### src/rtl/fp_div_pkg.sv
// fp_div_pkg: shared widths, FSM state type and restoring-divider step for the FP divider
package fp_div_pkg;

   localparam int MANT_W_DEF = 24;
   localparam int QW         = MANT_W_DEF + 2;
   localparam int CNT_W      = $clog2(QW);

   typedef enum logic [1:0] {IDLE, RUN, DONE} div_state_t;

   // One restoring step: returns {quotient bit, remainder after conditional subtract}
   function automatic logic [MANT_W_DEF+1:0] cmp_sub(input logic [MANT_W_DEF:0] rem,
                                                     input logic [MANT_W_DEF-1:0] b);
      logic ge;
      ge = rem >= {1'b0, b};
      return {ge, ge ? rem - {1'b0, b} : rem};
   endfunction

endpackage

### src/rtl/fp_div_mant_iter.sv
// fp_div_mant_iter: sequential radix-2 restoring mantissa divider with sticky bit and sideband tag
module fp_div_mant_iter
   import fp_div_pkg::*;
#(
   parameter int MANT_W = MANT_W_DEF,
   parameter int TAG_W  = 10
) (
   input  logic              clk,
   input  logic              rst_n,
   input  logic              in_valid,
   output logic              in_ready,
   input  logic [MANT_W-1:0] a_mant,
   input  logic [MANT_W-1:0] b_mant,
   input  logic [TAG_W-1:0]  in_tag,
   output logic              out_valid,
   input  logic              out_ready,
   output logic [MANT_W+1:0] q_mant,
   output logic              sticky,
   output logic              div_zero,
   output logic [TAG_W-1:0]  out_tag
);

   localparam int QBITS = MANT_W + 2;
   localparam int CBITS = $clog2(QBITS);

   div_state_t        state_q, state_d;
   logic [MANT_W:0]   rem_q, rem_d;
   logic [MANT_W-1:0] b_q, b_d;
   logic [QBITS-1:0]  q_q, q_d;
   logic [CBITS-1:0]  cnt_q, cnt_d;
   logic [TAG_W-1:0]  tag_q, tag_d;
   logic              sticky_q, sticky_d;
   logic              dz_q, dz_d;
   logic              in_ready_q, in_ready_d;
   logic              out_valid_q, out_valid_d;
   logic [MANT_W_DEF+1:0] step;
   logic [MANT_W:0]   rem_sub;

   // Next-state and datapath: capture in IDLE, one quotient bit per RUN cycle, hold in DONE
   always_comb begin
      step        = cmp_sub((MANT_W_DEF+1)'(rem_q), MANT_W_DEF'(b_q));
      rem_sub     = step[MANT_W:0];
      state_d     = state_q;
      rem_d       = rem_q;
      b_d         = b_q;
      q_d         = q_q;
      cnt_d       = cnt_q;
      tag_d       = tag_q;
      sticky_d    = sticky_q;
      dz_d        = dz_q;
      case (state_q)
         IDLE: if (in_valid && in_ready_q) begin
            tag_d    = in_tag;
            b_d      = b_mant;
            sticky_d = 1'b0;
            dz_d     = ~b_mant[MANT_W-1];
            q_d      = b_mant[MANT_W-1] ? '0 : '1;
            rem_d    = b_mant[MANT_W-1] ? {1'b0, a_mant} : '0;
            cnt_d    = b_mant[MANT_W-1] ? CBITS'(QBITS - 1) : '0;
            state_d  = b_mant[MANT_W-1] ? RUN : DONE;
         end
         RUN: begin
            q_d[cnt_q] = step[MANT_W_DEF+1];
            rem_d      = rem_sub << 1;
            if (cnt_q == '0) begin
               state_d  = DONE;
               sticky_d = |rem_sub;
            end else begin
               cnt_d = cnt_q - 1'b1;
            end
         end
         DONE: if (out_valid_q && out_ready) state_d = IDLE;
         default: state_d = IDLE;
      endcase
      in_ready_d  = state_d == IDLE;
      out_valid_d = state_d == DONE;
   end

   // State and datapath registers with synchronous active-low reset
   always_ff @(posedge clk) begin
      if (!rst_n) begin
         state_q     <= IDLE;
         rem_q       <= '0;
         b_q         <= '0;
         q_q         <= '0;
         cnt_q       <= '0;
         tag_q       <= '0;
         sticky_q    <= 1'b0;
         dz_q        <= 1'b0;
         in_ready_q  <= 1'b1;
         out_valid_q <= 1'b0;
      end else begin
         state_q     <= state_d;
         rem_q       <= rem_d;
         b_q         <= b_d;
         q_q         <= q_d;
         cnt_q       <= cnt_d;
         tag_q       <= tag_d;
         sticky_q    <= sticky_d;
         dz_q        <= dz_d;
         in_ready_q  <= in_ready_d;
         out_valid_q <= out_valid_d;
      end
   end

   assign in_ready  = in_ready_q;
   assign out_valid = out_valid_q;
   assign q_mant    = q_q;
   assign sticky    = sticky_q;
   assign div_zero  = dz_q;
   assign out_tag   = tag_q;

endmodule

### config.mk
export PLATFORM = sky130hd
export DESIGN_NAME = fp_div_mant_iter
export DESIGN_NICKNAME = d
export VERILOG_FILES = /design/src/rtl/fp_div_pkg.sv /design/src/rtl/fp_div_mant_iter.sv
export SDC_FILE = /design/constraint.sdc
export NUM_CORES = 1
export LEC_CHECK = 0
export CAP_MARGIN = 20
export CORE_ASPECT_RATIO = 0.5
export CORE_UTILIZATION = 35
export DETAILED_ROUTE_END_ITERATION = 8
export PLACE_DENSITY = 0.62
export SKIP_LAST_GASP = 1
export SLEW_MARGIN = 10
export SYNTH_ARGS = -nofsm -noshare
export SYNTH_HDL_FRONTEND = slang
export SYNTH_SLANG_ARGS = --single-unit
### constraint.sdc
create_clock -name clk -period 4.4 [get_ports clk]
set_clock_uncertainty 0.1 [all_clocks]
set_input_delay 0.66 -clock clk [delete_from_list [all_inputs] [get_ports clk]]
set_output_delay 0.66 -clock clk [all_outputs]
set_load 0.01 [all_outputs]
==> impl_metrics.tcl, run 1 <==
set metrics [dict create \
    diodes 0 \
    final_hold_viol_count 0 \
    syn_area_mm2 0.00590 \
    dr.pass1.iters 8 \
    syn_area_per_cell_um2 8.19 \
    cp-start-kind "flop" \
    cts_tree "done" \
    cts.clk_slew.worst_paths_ns 0.08 \
    fp.dieH_um 93.8 \
    drc 0 \
    setup-violations-final 0 \
    yosys_warnings 0 \
    multiInputGateArea_mm2 0.00363 \
    finalCritPeriodShare_pct 83.5 \
    worst_pin_slew_ns 0.909 \
    clkLatencyLatePin_ns 0.37 \
    fmax_ghz 0.272 \
    yosysSeqAreaShare_pct 32.6 \
    grt_max_degree 42 \
    path_delay_family "compound AO/OA/AOI/OAI gates" \
    overflow 0 \
    first_iter_violations 428 \
    die-area_mm2 0.0174 \
    crit_arrival_ns 3.85 \
    end_kind "flop" \
    min_period_ns 3.68 \
    vias 5605 \
    holdCritPathClass "reg2reg" \
    drv_slew 0 \
    cp_data_required_time_ns 4.57 \
    grt_pass1_vias 5271 \
    num-nets-final 876 \
    slowest_delay_ns 0.53 \
    whs_path_depth 2 \
    grt_usage_pct 20.4 \
    crit_chain "inv_1 -> ha_1 -> inv_1 -> fa_1 -> a211oi_2 -> o211ai_1 -> a31oi_1 -> o22ai_1 -> a2111oi_0 -> xor2_1 -> nor4_1 -> a31oi_1 -> o21a_1" \
    critPathMaxFanout 4 \
    synthFlopType "dfxtp_1" \
    die_width_um 186 \
    async_flop_share_pct 0 \
    reg2reg_slack_ns 0.72 \
    power.leakage_nw 2.82 \
    synth_cells 720 \
    io_pins 102 \
    start_util_pct 35.9 \
    hp-start "out_tag[7]$_SDFFE_PN0P_" \
    wl_per_cell_um 17.0 \
    grt_pass1_wl_mm 27.6 \
    worstHoldEndpoint "out_tag[7]$_SDFFE_PN0P_" \
    synth_area_leaders "dfxtp_1 33%, nand2_1 6.7%, ha_1 5.9%" \
    ff2ff_path_depth 13 \
    n_fill_cell 1669 \
    ys_ff_latch 96 \
    cts_setup_buffers 0 \
    rsz0062_at_grt "false" \
    ys_top_cells_by_count "106 x nand2_1, 96 x dfxtp_1, 45 x a21boi_0" \
    cts.sinks 96 \
    path_class "reg2reg" \
    area_delta_synth_final_pct 24.3 \
    total_power_w 0.00379 \
    post_cts_resized 0 \
    yosys.area.top_type "dfxtp_1" \
    gp_congestion 0.942 \
    ctsHoldBuffers 0 \
    irDropWorstVdd_mv 0.268 \
    numPortBuffers 101 \
    core_area_mm2 0.0164 \
    pwr_density_cell_mw_per_mm2 517 \
    drive_above_1_share_pct 7.47 \
    postRouteAntennaNets 0 \
    ff_latch_area_mm2 0.00192 \
    cts_buffers 9 \
    synth_edf_count 0 \
    slew_headroom_pct 39.4 \
    cap_violations 0 \
    crit_path_top_delay_cell "a2111oi_0" \
    drt-total-wl_mm 17.2 \
    rows 33 \
    htree_levels 3 \
    cts_root_buffer "clkbuf_16" \
    clk_path_buf_depth 2 \
    via_per_inst 5.51 \
    synth_top_cell_area_share_pct 32.6 \
    setup_tns_ns 0 \
    yosysMostFrequentCell "nand2_1" \
    timing.rr.end "sticky$_SDFFE_PN0P_" \
    ys_types 63 \
    synthesis.nets 811 \
    crit_buf_inv 2 \
    dp_hpwl_mm 12.4 \
    status "completed" \
    grt_antenna_before_repair 0 \
    worstReg2RegStart "rem_q[0]$_SDFFE_PN0P_" \
]
-- placed cells by master, fill, tap and decap left out, drive strengths merged, types with 10 or more instances in the layout --
cell           instances
nand2                106
clkdlybuf4s50        100
dfxtp                 96
a21boi                45
a21oi                 41
inv                   34
nor2                  31
ha                    28
nor2b                 28
nor3                  23
o21ai                 20
a222oi                19
mux2                  19
o31a                  15
nand4                 14
xnor2                 14
o211a                 13
o211ai                10
buf                   10
-- routing by layer --
metal,GRT usage (%),part of all wire [%],vias up
met3,4.53,5.8,17
met4,4.99,1.3,0
met2,30.6,42,147
li1,-,-,2747
met5,0,0,-
met1,29.3,51,2694
-- worst reg2reg max path, cell delays in order, from the launching register on --
cell	delay [ns]
dfxtp_1	0.35
inv_1	0.07
ha_1	0.15
inv_1	0.05
fa_1	0.44
a211oi_2	0.33
o211ai_1	0.20
a31oi_1	0.41
o22ai_1	0.23
a2111oi_0	0.53
xor2_1	0.13
nor4_1	0.26
a31oi_1	0.15
o21a_1	0.19
-- worst max path at each step --
stage,start,to,slack [ns],cells past startpoint
after floorplan,rem_q[0]$_SDFFE_PN0P_,sticky$_SDFFE_PN0P_,1.28,13
after global placement,rem_q[0]$_SDFFE_PN0P_,sticky$_SDFFE_PN0P_,0.70,13
after detailed placement,rem_q[0]$_SDFFE_PN0P_,sticky$_SDFFE_PN0P_,0.74,13
after CTS,rem_q[0]$_SDFFE_PN0P_,sticky$_SDFFE_PN0P_,0.71,13
after global routing,rem_q[0]$_SDFFE_PN0P_,sticky$_SDFFE_PN0P_,0.48,13
final,rem_q[0]$_SDFFE_PN0P_,sticky$_SDFFE_PN0P_,0.72,13
-- stage by stage --
step	area (um^2)	setup WS (ns)	util, %	instances	hold slack [ns]
CTS	7330	0.713	44.6	1017	0.368
floorplan	5900	1.28	-	720	0.343
finish	7330	0.724	44.6	1017	0.364
global placement	7020	0.703	42.7	1001	0.352
detailed placement	7020	0.743	42.7	1001	0.358
global route	7330	0.477	44.6	1017	0.392
-- report_power, final --
part | total [W] | internal (W) | switching (W)
registers | 0.00106 | 0.000973 | 0.0000874
clock network | 0.000842 | 0.000454 | 0.000388
logic | 0.00189 | 0.000813 | 0.00108
total | 0.00379 | 0.00224 | 0.00155
-- state kept, by name, indices dropped and copies added, names as in the netlist --
name,cells
q_mant,26
rem_q,25
b_q,24
out_tag,10
cnt_q,5
state_q,2
div_zero,1
in_ready,1
out_valid,1
sticky,1
-- layout make-up --
class,count,share of cell area (%)
multi-input cells,538,49.5
flip-flops and latches,96,26.2
clock buffers,9,3.07
inverters,30,1.54
repair buffers,110,14.6
clock inverters,7,1.18
well taps,227,3.87
-- cells by family (layout without fill, tap and decap cells) --
logic type                 after synthesis  in the layout  share of synthesized area, %
and+or+nand+nor                        251            251                          20.6
AOI/OAI and AO/OA                      217            217                          27.5
DFF                                     96             96                          32.6
buffers and inverters                   86            156                          6.09
adders and majority gates               29             29                          6.28
xor gates and xnor gates                21             21                          3.12
muxes                                   20             20                          3.80
No activity file was read; power rests on OpenSTA's default activity.
==> run 2: changes to the inputs <==
==> constraint.sdc (replaced) <==
create_clock -name clk -period 3.6 [get_ports clk]
set_clock_uncertainty 0.1 [all_clocks]
set_input_delay 0.54 -clock clk [delete_from_list [all_inputs] [get_ports clk]]
set_output_delay 0.54 -clock clk [all_outputs]
set_load 0.01 [all_outputs]
==> impl_metrics.tcl, run 2 (same netlist as run 1, synthesis figures left out) <==
set metrics [dict create \
    ctsHoldBuffers 0 \
    pwr_density_cell_mw_per_mm2 638 \
    gp_congestion 0.925 \
    path_class "reg2reg" \
    io_pins 102 \
    fin_cells 1025 \
    met2_usage_pct 32.0 \
    grt_use_met1_pct 30.3 \
    worst_pin_slew_ns 0.846 \
    final_common_cell "nand2_1" \
    setup_tns_ns 0 \
    final_hold_viol_count 0 \
    dp_hpwl_mm 12.6 \
    cts_buffers 9 \
    cts_tree "done" \
    use_met3_pct 4.03 \
    fmax_ghz 0.296 \
    grt_usage_pct 21.0 \
    critPathMaxFanout 27 \
    ff2ff_path_depth 11 \
    wl_per_cell_um 17.3 \
    irDropWorstVdd_mv 0.263 \
    timing.final.ws_setup_ns 0.223 \
    timing.rr.end "rem_q[11]$_SDFFE_PN0P_" \
    worstReg2RegStart "b_q[14]$_SDFFE_PN0P_" \
    largest_reg_flops 26 \
    area_delta_synth_final_pct 25.5 \
    cts.sinks 96 \
    diodes 0 \
    cts.clk_slew.worst_paths_ns 0.07 \
    min_period_ns 3.38 \
    slew_headroom_pct 43.6 \
    worstHoldEndpoint "b_q[4]$_SDFFE_PN0P_" \
    postRouteAntennaNets 0 \
    status "completed" \
    die-area_mm2 0.0174 \
    finalCritPeriodShare_pct 93.8 \
    placed_cells 1010 \
    cap_violations 0 \
    overflow 0 \
    layout_common_cells "106 x nand2_1, 100 x clkdlybuf4s50_1, 96 x dfxtp_1" \
    setup-violations-final 0 \
    crit_arrival_ns 3.50 \
    cp-start-kind "flop" \
    grt_max_degree 48 \
    numPortBuffers 101 \
    die_width_um 186 \
    grt_antenna_before_repair 0 \
    htree_levels 3 \
    place_ws_ns 0.0973 \
    drv_slew 0 \
    clk_path_buf_depth 2 \
    first_iter_violations 436 \
    via_per_inst 5.44 \
    rsz0062_at_grt "false" \
    drive_above_1_share_pct 8.77 \
    drt-total-wl_mm 17.8 \
    end_kind "flop" \
    hp-start "b_q[4]$_SDFFE_PN0P_" \
    whs_path_depth 2 \
    cp_data_required_time_ns 3.73 \
    grt_pass1_wl_mm 28.8 \
    dr.pass1.iters 8 \
    clkLatencyLatePin_ns 0.35 \
    grt_pass1_vias 5374 \
    power.leakage_nw 2.86 \
    drc 0 \
    rows 33 \
    vias 5580 \
    reg2reg_slack_ns 0.22 \
    num-nets-final 885 \
    cts_setup_buffers 0 \
    grt_busiest_layer "met2" \
    fp.dieH_um 93.8 \
    cts_root_buffer "clkbuf_16" \
    start_util_pct 35.9 \
    core_area_mm2 0.0164 \
    holdCritPathClass "reg2reg" \
]
## run 2: cell types whose count changed in the layout (fill, tap and decap cells not counted), sizes merged
cell	delta
clkinvlp	-1
buf	+9
## run 2: through the flow
step / hold slack [ns] / util, % / area, um^2 / power (W)
global route: 0.395 / 45.1 / 7410 / 0.00503
CTS: 0.367 / 45.0 / 7390 / 0.00471
finish: 0.365 / 45.1 / 7410 / 0.00472
floorplan: 0.343 / - / 5900 / 0.00301
global placement: 0.352 / 43.1 / 7090 / 0.00370
detailed placement: 0.357 / 43.1 / 7090 / 0.00368
## run 2: layout make-up
type	count	area, um^2
tap	227	284
clock inverter	6	76.3
fill	1655	9030
timing repair buffer	119	1140
inverter	30	113
sequential	96	1920
multi-input combinational	538	3640
clock buffer	9	225
## run 2: how the worst max path moves through the flow
stage / start / endpoint / slack [ns]
after CTS: rem_q[0]$_SDFFE_PN0P_ / sticky$_SDFFE_PN0P_ / 0.09
final: b_q[14]$_SDFFE_PN0P_ / rem_q[11]$_SDFFE_PN0P_ / 0.22
after global routing: b_q[14]$_SDFFE_PN0P_ / rem_q[17]$_SDFFE_PN0P_ / 0.002
after floorplan: rem_q[0]$_SDFFE_PN0P_ / sticky$_SDFFE_PN0P_ / 0.48
after global placement: rem_q[0]$_SDFFE_PN0P_ / sticky$_SDFFE_PN0P_ / 0.17
after detailed placement: rem_q[0]$_SDFFE_PN0P_ / sticky$_SDFFE_PN0P_ / 0.1
## run 2: what timing repair did
item | in CTS | in global routing
resized for setup | 0 | 4
endpoints found under the setup margin | 0 | 1
endpoints found under the hold margin | 0 | 0
## run 2: metal layers
layer / part of all wire, % / vias to the layer above
met2: 42 / 150
met1: 51 / 2653
li1: - / 2761
met4: 0.92 / 0
met3: 5.6 / 16
met5: 0 / -
## run 2: critical path: stages (launching register included)
cell      delay (ns)
dfxtp_1         0.34
inv_1           0.05
ha_1            0.41
a21oi_1         0.15
o21ai_0         0.31
nor2_1          0.07
nor3_1          0.15
o22a_1          0.24
a21bo_2         0.63
mux2_2          0.41
a222oi_1        0.32
nor2b_1         0.08
## run 2: where the power goes
part           total, W  internal, W  switching, W
Sequential      0.00130      0.00119      0.000107
Clock           0.00101     0.000550      0.000456
Combinational   0.00242      0.00105       0.00137
Total           0.00472      0.00279       0.00193
==> run 3: changes to the inputs <==
--- a/config.mk
+++ b/config.mk
@@ -5,11 +5,13 @@
 export SDC_FILE = /design/constraint.sdc
 export NUM_CORES = 1
 export LEC_CHECK = 0
+export ABC_AREA = 1
 export CAP_MARGIN = 20
 export CORE_ASPECT_RATIO = 0.5
 export CORE_UTILIZATION = 35
 export DETAILED_ROUTE_END_ITERATION = 8
-export PLACE_DENSITY = 0.62
+export PLACE_DENSITY = 0.61
+export SETUP_SLACK_MARGIN = 0.15
 export SKIP_LAST_GASP = 1
 export SLEW_MARGIN = 10
 export SYNTH_ARGS = -nofsm -noshare
==> impl_metrics.tcl, run 3 <==
set metrics [dict create \
    status "completed" \
    worst_pin_slew_ns 1.02 \
    synthFlopType "dfxtp_1" \
    grt_pass1_wl_mm 31.2 \
    pwr-share-comb_pct 55.2 \
    synth_edf_count 0 \
    p_seq_share_pct 25.7 \
    overflow 0 \
    diodes 0 \
    synth_top_cell_area_share_pct 31.1 \
    crit_arrival_ns 3.12 \
    ys_ff_latch 96 \
    grt_usage_pct 21.9 \
    ys_types 35 \
    use_met3_pct 4.19 \
    syn_area_per_cell_um2 6.19 \
    dp_hpwl_mm 14.0 \
    final_common_cell "nand2_1" \
    grt_busiest_layer "met2" \
    p_switching_w 0.00249 \
    cp-start-kind "flop" \
    setup_tns_ns 0 \
    p_int_w 0.00268 \
    area_delta_synth_final_pct 24.3 \
    place_area_mm2 0.00739 \
    layout_common_cells "325 x nand2_1, 128 x inv_1, 101 x clkdlybuf4s50_1" \
    clk_path_buf_depth 2 \
    yosys_warnings 0 \
    drv_slew 0 \
    synth_area_leaders "dfxtp_1 31%, nand2_1 20%, inv_1 7.8%" \
    drive_above_1_share_pct 5.97 \
    cts_tree "done" \
    reg2reg_slack_ns 0.58 \
    ys_top_cells_by_count "325 x nand2_1, 128 x inv_1, 96 x dfxtp_1" \
    fin_cells 1315 \
    cts_buffers 9 \
    n_fill_cell 1748 \
    fp.dieH_um 96.0 \
    die-area_mm2 0.0182 \
    cts_root_buffer "clkbuf_16" \
    power.leakage_nw 3.45 \
    rows 33 \
    total_power_w 0.00517 \
    synth_cells 1000 \
    path_class "reg2reg" \
    holdCritPathClass "reg2reg" \
    cp_data_required_time_ns 3.69 \
    start_util_pct 36.8 \
    yosysMostFrequentCell "nand2_1" \
    htree_levels 3 \
    ff_latch_area_mm2 0.00192 \
    drc 0 \
    ctsHoldBuffers 0 \
    num-nets-final 1174 \
    cap_violations 0 \
    setup-violations-final 0 \
    grt_use_met1_pct 29.8 \
    multiInputGateArea_mm2 0.00358 \
    synthesis.nets 1091 \
    async_flop_share_pct 0 \
    slew_headroom_pct 31.8 \
    numPortBuffers 101 \
    die_width_um 190 \
    cts.sinks 96 \
    grt_pass1_vias 6227 \
    cts_setup_buffers 0 \
    yosysSeqAreaShare_pct 31.1 \
    vias 6496 \
    final_hold_viol_count 0 \
    swShare_pct 48.1 \
    wl_per_cell_um 14.5 \
    grt_max_degree 64 \
    via_per_inst 4.94 \
    postRouteAntennaNets 0 \
    rsz0062_at_grt "false" \
    gp_congestion 0.943 \
    syn_area_mm2 0.00619 \
    irDropWorstVdd_mv 0.348 \
    met2_usage_pct 35.4 \
    cts.clk_slew.worst_paths_ns 0.07 \
    pwr_density_cell_mw_per_mm2 673 \
    yosys.area.top_type "dfxtp_1" \
    design_area_mm2 0.00769 \
    fmax_ghz 0.331 \
    finalCritPeriodShare_pct 84.0 \
    utilization_pct 45.8 \
    core_area_mm2 0.0168 \
    clock_power_share_pct 19.1 \
    io_pins 102 \
    largest_reg_flops 26 \
    placed_cells 1299 \
    critPathMaxFanout 18 \
    dr.pass1.iters 5 \
    grt_antenna_before_repair 0 \
    drt-total-wl_mm 19.0 \
    first_iter_violations 407 \
    post_cts_resized 0 \
    clkLatencyLatePin_ns 0.36 \
    min_period_ns 3.02 \
    end_kind "flop" \
]
-- run 3: changes by cell type after synthesis, moves of 15 or more --
cell      previous run  this run
nand2_1            106       325
mux2_2              18         0
nor3_1              23         5
o31a_1              15         0
a222oi_1            19         0
nor2_1              30        80
a21boi_0            45         0
inv_1               30       128
a31oi_1              5        51
o21ai_0             17        43
nand3_1              9        92
nor2b_1             28         0
-- run 3: layer usage --
metal  vias up  part of all wire, %  routed length, um
met5         -                    0                  0
met4         0                  1.4                258
met3        23                  4.9                940
met2       126                   43               8090
met1      2982                   51               9750
li1       3365                    -                  -
-- run 3: final timing paths --
kind,start,to,depth (start not counted)
worst min register to register,b_q[12]$_SDFFE_PN0P_,b_q[12]$_SDFFE_PN0P_,2
worst min-delay path,b_q[12]$_SDFFE_PN0P_,b_q[12]$_SDFFE_PN0P_,2
worst max-delay path,b_q[8]$_SDFFE_PN0P_,sticky$_SDFFE_PN0P_,18
worst max register to register,b_q[8]$_SDFFE_PN0P_,sticky$_SDFFE_PN0P_,18
-- run 3: worst max-delay path, stage by stage (launching register included) --
cell and delay, ns:
dfxtp_1 0.31, inv_1 0.05, ha_1 0.33, nand2_1 0.09, nand2_1 0.07, inv_1 0.07, nand2_1 0.07, clkinv_1 0.06
nand3_2 0.14, nand3_4 0.17, clkinv_2 0.09, nor2_4 0.45, nand2_1 0.15, nand2_1 0.10, nand2_1 0.06, nor2_1 0.21
nand3_1 0.13, o21ai_1 0.14, a21oi_1 0.07
-- run 3: logic make-up (layout without fill, tap and decap cells) --
group	count (synthesis)	count (layout)	share of synthesized area, %
and+or+nand+nor	539	539	37.0
buffers and inverters	178	266	11.2
AOI/OAI and AO/OA	148	148	13.3
DFF	96	96	31.1
adders and majority gates	29	29	5.99
xor gates and xnor gates	10	10	1.42
-- run 3: power by group through the flow --
stage	Clock [W]	Sequential [W]	Combinational [W]
floorplan	0	0.00136	0.00202
global placement	0	0.00135	0.00282
detailed placement	0	0.00135	0.00283
CTS	0.00101	0.00133	0.00285
global route	0.00106	0.00135	0.00323
finish	0.000989	0.00133	0.00286
-- run 3: cell type report --
cell class	count	share of cell area, %
multi-input cells	726	46.5
flip-flops and latches	96	25.0
repair buffers	110	14.0
inverters	140	6.85
well taps	227	3.69
clock buffers	10	3.11
clock inverters	6	0.797
-- run 3: per-stage QoR --
stage | setup slack [ns] | hold WS, ns
6_report | 0.577 | 0.363
5_1_grt | 0.229 | 0.379
4_1_cts | 0.552 | 0.364
3_5_place_dp | 0.584 | 0.354
3_3_place_gp | 0.629 | 0.345
2_1_floorplan | 1.32 | 0.333
==> RTL edit 1, RTL diff (settings of run 1) <==
Re-encode `div_state_t` (3 states) as one-hot, 3 bits wide.
--- a/src/rtl/fp_div_pkg.sv
+++ b/src/rtl/fp_div_pkg.sv
@@ -7,3 +7,3 @@
 
-   typedef enum logic [1:0] {IDLE, RUN, DONE} div_state_t;
+   typedef enum logic [2:0] {IDLE = 3'b001, RUN = 3'b010, DONE = 3'b100} div_state_t;
 
Behaviour: no difference found for any inputs over 4 cycles, from zero or initial values and one cycle with rst_n low; so few cycles prove little.
==> RTL edit 1 against run 1 <==
  * Global-route usage fell by 1.3 points
  * Synthesized cell count rose by 3.1%
  * Total power fell by 22%
  * Sequential cell count rose by 1
  * Largest power group unchanged
  * Setup slack got worse by 0.034 ns
  * Wire length fell by 2.4%
  * Area after synthesis rose by 0.87%
  * Cell area rose by 1.3%
  * Highest routed layer unchanged
  * Clock power fell by 0.6%
==> RTL edit 1: results (changes against run 1) <==
Final layout
  – Number of flip-flops under the largest register name: 26 (unchanged)
  – ANT cells: 0 (unchanged)
  – Share of cells above drive strength 1: 5.998% (was 7.468%)
  – Final #Nets: 903 (was 876)

Synth
  – Synth area leaders: dfxtp_1 (33%), nand2_1 (7.3%), ha_1 (5.9%) (was dfxtp_1 (33%), nand2_1 (6.7%), ha_1 (5.9%))
  – Syn_nets: 833 (was 811)
  – Xor/xnor cell area share of the yosys netlist: 2.502% (was 3.118%)
  – Synthesized instance count: 742 (was 720)
  – Synth cell types: 60 (was 63)
  – Ys async rst share: 0% (unchanged)
  – Post-Synth Adder-Cell Area: 6.224% (was 6.278%)
  – Sequential area share after synthesis: 32.63% (was 32.58%)
  – Top post-synthesis cells by count: nand2_1 (116), dfxtp_1 (97), a21boi_0 (39), a21oi_1 (39), o21ai_0 (39) (was nand2_1 (106), dfxtp_1 (96), a21boi_0 (45))
  – Post-synthesis mux area share: 2.607% (was 3.796%)
  – Complex-gate fraction of the synthesized area: 28.36% (was 27.53%)
  – Ys Warns: 0 (unchanged)

Routing
  – Vias per std cell: 5.474 (was 5.511)
  – DR pass1 iterations: 5 (was 8)
  – Routed len/inst: 16.11 um (was 16.95 um)
  – DR iter-0 viols: 434 (was 428)
  – Via count: 5715 (was 5605)

GRT
  – Vias in the first global route: 5357 (was 5271)
  – Largest net degree at the start of global routing: 53 (was 42)
  – First-pass GRT wire length: 27.08 mm (was 27.63 mm)
  – Initial antenna violation count: 0 (unchanged)
  – Total GRT Usage: 19.10% (was 20.41%)

CTS
  – CTS resizes: 0 (unchanged)
  – CTS Buffer Depth: 2 (unchanged)
  – CTS HTree Levels: 3 (unchanged)
  – Reg clk slew, reported paths: 0.07 ns
  – Post-CTS Setup Bufs: 0 (unchanged)
  – Root Driver: clkbuf_16 (unchanged)
  – Clk Latency, worst-skew pair: 0.36 ns
  – Total CTS buffers: 9 (unchanged)

Placement
  – PortBufs: 101 (unchanged)
  – Gpl congestion: 0.9341 (was 0.9424)
  – Half-perimeter wire length after placement: 12.03 mm (was 12.38 mm)
  – Placement Setup Slack: 0.7898 ns (was 0.7430 ns)
  – Cell count after placement: 1028 (was 1001)

Timing
  – Worst slew pin tran: 0.8383 ns (was 0.9085 ns)
  – Final setup fails: 0 (unchanged)

Status
  – Status: finished clean (unchanged)

Critical path
  – Crit path max-delay family: compound AO/OA/AOI/OAI gates (unchanged)
  – CP Max Fanout: 29 (was 4)
  – Arrival time worst endpoint: 3.84 ns (was 3.85 ns)
  – Slowest-stage cell, CP: nand2_2 (was a2111oi_0)
  – Max incr delay on CP: 0.50 ns (was 0.53 ns)

Power and ir drop
  – Pleak: 2.830 nW (was 2.821 nW)
  – Peak VDD IR: 0.0002225 V (was 0.0002679 V)

Min path
  – Min-Delay Path Class: flop to flop (unchanged)
==> RTL edit 1: final cells by class <==
cell class | instances | area, um^2
multi-input combinational | 560 | 3679
clock inverter | 7 | 87.58
tap | 227 | 284.0
timing repair buffer | 112 | 1089
clock buffer | 9 | 225.2
sequential | 97 | 1942
inverter | 32 | 120.1
fill | 1661 | 9090
==> RTL edit 1: metal layers <==
layer  share of wire, %  global-route usage [%]  vias to the layer above
met5                  0                       0                        -
met4               0.98                   5.096                        0
met1                 50                   26.06                     2713
li1                   -                       -                     2835
met3                4.5                   3.062                       13
met2                 44                   31.19                      154
==> RTL edit 1: worst paths after layout <==
| path | startpoint | cells past startpoint | end | slack (ns) |
|---|---|---|---|---|
| hold / removal | b_q[19]$_SDFFE_PN0P_ | 2 | b_q[19]$_SDFFE_PN0P_ | 0.36 |
| setup reg to reg | rem_q[22]$_SDFFE_PN0P_ | 10 | rem_q[23]$_SDFFE_PN0P_ | 0.69 |
| setup / recovery | rem_q[22]$_SDFFE_PN0P_ | 10 | rem_q[23]$_SDFFE_PN0P_ | 0.69 |
| hold reg to reg | b_q[19]$_SDFFE_PN0P_ | 2 | b_q[19]$_SDFFE_PN0P_ | 0.36 |
==> RTL edit 1: metrics by stage <==
stage,instance area (um^2),util [%],power (mW)
2_1_floorplan,5951,-,1.785
3_3_place_gp,7113,43.07,2.105
3_5_place_dp,7113,43.07,2.115
4_1_cts,7426,44.96,2.967
5_1_grt,7426,44.96,3.118
6_report,7426,44.96,2.946
==> RTL edit 1: power breakdown <==
group,switching (mW),total [mW],internal [mW]
Combinational,0.633,1.12,0.484
Sequential,0.0488,0.992,0.944
Clock,0.382,0.837,0.454
Total,1.06,2.95,1.88
==> RTL edit 1: kinds of logic (layout without fill, tap and decap cells) <==
family	count (synthesis)	after routing
DFF	97	97
muxes	14	14
and+or+nand+nor	264	264
adders and majority gates	29	29
xor gates and xnor gates	17	17
buffers and inverters	85	160
AOI/OAI and AO/OA	236	236
==> RTL edit 1: worst register-to-register path, delay by kind of cell (launching register included) <==
| kind | cells | cell delay (ns) |
|---|---|---|
| flops | 1 | 0.44 |
| buf+inv | 1 | 0.41 |
| simple gates | 3 | 0.87 |
| compound gates | 5 | 1.39 |
| fa+ha+maj | 1 | 0.40 |
==> RTL edit 2, RTL diff (flow settings as in run 1) <==
Made on the original files. Change the parameter `TAG_W` from 10 to 12.
--- a/src/rtl/fp_div_mant_iter.sv
+++ b/src/rtl/fp_div_mant_iter.sv
@@ -5,3 +5,3 @@
    parameter int MANT_W = MANT_W_DEF,
-   parameter int TAG_W  = 10
+   parameter int TAG_W  = 12
 ) (
Interface: changed (resized in_tag and out_tag); port bits go from 102 to 106. The function was not compared with the original's and may differ.
==> RTL edit 2 against run 1 <==
  * Area after synthesis is 3.0% lower
  * Final cell count is 0.98% higher
  * First-iteration DRC count is 36% higher
  * Total power is 2.9% higher
  * Sequential cell count is 2 higher
  * Critical path depth is 2 lower
  * Setup slack better by 0.28 ns
  * Cell area is 1.5% lower
  * Count of clock-buffer cells in the layout is 1 higher
  * Synthesized cell count is 0.42% higher
  * Wire length is 3.9% lower
  * Critical endpoint unchanged
  * Largest power group unchanged
==> RTL edit 2: results (changes against run 1) <==
Status
  – Status: finished clean (unchanged)

Final layout
  – Share of cells above drive strength 1: 8.065% (was 7.468%)
  – Multi-input gate share of total cell area: 47.34% (was 49.50%)
  – Fillers: 1564 (was 1669)
  – Inverters: 38 (was 30)
  – Clkbuf count: 10 (was 9)
  – Clk cell area share: 4.124% (was 4.248%)
  – Buffers, non-clock: 113 (was 110)
  – Register share of the cell area: 27.17% (was 26.21%)
  – Buffering overhead: 15.56% (was 14.64%)

Placement
  – Half-perimeter wire length after placement: 11.97 mm (was 12.38 mm)
  – Gpl congestion: 0.9004 (was 0.9424)
  – Placement Setup Slack: 1.079 ns (was 0.7430 ns)

Timing
  – Relative slew slack: 33.94% (was 39.43%)

Critical path
  – Arrival time worst endpoint: 3.53 ns (was 3.85 ns)
  – Max incr delay on CP: 0.56 ns (was 0.53 ns)

GRT
  – Largest net degree at the start of global routing: 51 (was 42)
  – First-pass GRT wire length: 27.67 mm (was 27.63 mm)
  – Total GRT Usage: 20.21% (was 20.41%)
  – Vias in the first global route: 5303 (was 5271)

Power and ir drop
  – Pleak: 2.750 nW (was 2.821 nW)
  – Psw: 1.596 mW (was 1.552 mW)

Synth
  – Sequential area share after synthesis: 34.27% (was 32.58%)
  – Syn_nets: 816 (was 811)
  – Synth area leaders: dfxtp_1 (34%), nand2_1 (8.5%), a21oi_1 (6.6%) (was dfxtp_1 (33%), nand2_1 (6.7%), ha_1 (5.9%))

Routing
  – DR iter-0 viols: 581 (was 428)
  – WL met1: 8.355 mm (was 8.765 mm)
  – Met3 WL post-DR: 764 um (was 1.007 mm)
  – Routed len/inst: 16.13 um (was 16.95 um)
  – Via count: 5531 (was 5605)

CTS
  – Clk Latency, worst-skew pair: 0.34 ns (was 0.37 ns)
[RTL edit 2: cell count changes after synthesis, moves of 24 or more]
cell      before  now
a21boi_0      45    2
a21oi_1       40   76
nor2_1        30   55
nor2b_1       28    3
nand2_1      106  130
[RTL edit 2: path summary, 6_finish.rpt]
check	end	slack, ns	from	cells after the start
max	sticky$_SDFFE_PN0P_	1.00	b_q[2]$_SDFFE_PN0P_	11
min reg2reg	out_tag[1]$_SDFFE_PN0P_	0.35	out_tag[1]$_SDFFE_PN0P_	2
min	out_tag[1]$_SDFFE_PN0P_	0.35	out_tag[1]$_SDFFE_PN0P_	2
max reg2reg	sticky$_SDFFE_PN0P_	1.00	b_q[2]$_SDFFE_PN0P_	11
[RTL edit 2: power groups by stage]
stage                     registers, mW  clock network (mW)  logic, mW
final                              1.10               0.793       2.02
after global routing               1.11               0.850       2.23
after CTS                          1.09               0.808       2.00
after detailed placement           1.11                   0       1.99
after global placement             1.11                   0       1.99
after floorplan                    1.11                   0       1.47
[RTL edit 2: layer usage]
metal / up-vias / global-route usage, %
met2: 145 / 31.42
li1: 2760 / -
met4: 0 / 4.792
met1: 2612 / 29.05
met3: 14 / 3.264
met5: - / 0
[RTL edit 2: cell families after synthesis]
group	synth area share, %
muxes	3.147
xor gates and xnor gates	3.060
AOI/OAI and AO/OA	26.71
DFF	34.27
buffers and inverters	6.295
adders and majority gates	6.470
and+or+nand+nor	20.04
[RTL edit 2: metrics by stage]
step	std cells	cell area [um^2]	hold slack, ns	utilization, %	total power [mW]
floorplan	723	5724	0.3363	-	2.579
global placement	1011	6923	0.3426	44.11	3.100
detailed placement	1011	6923	0.3479	44.11	3.104
CTS	1027	7221	0.3574	46.01	3.903
global route	1027	7221	0.3734	46.01	4.189
finish	1027	7221	0.3537	46.01	3.904
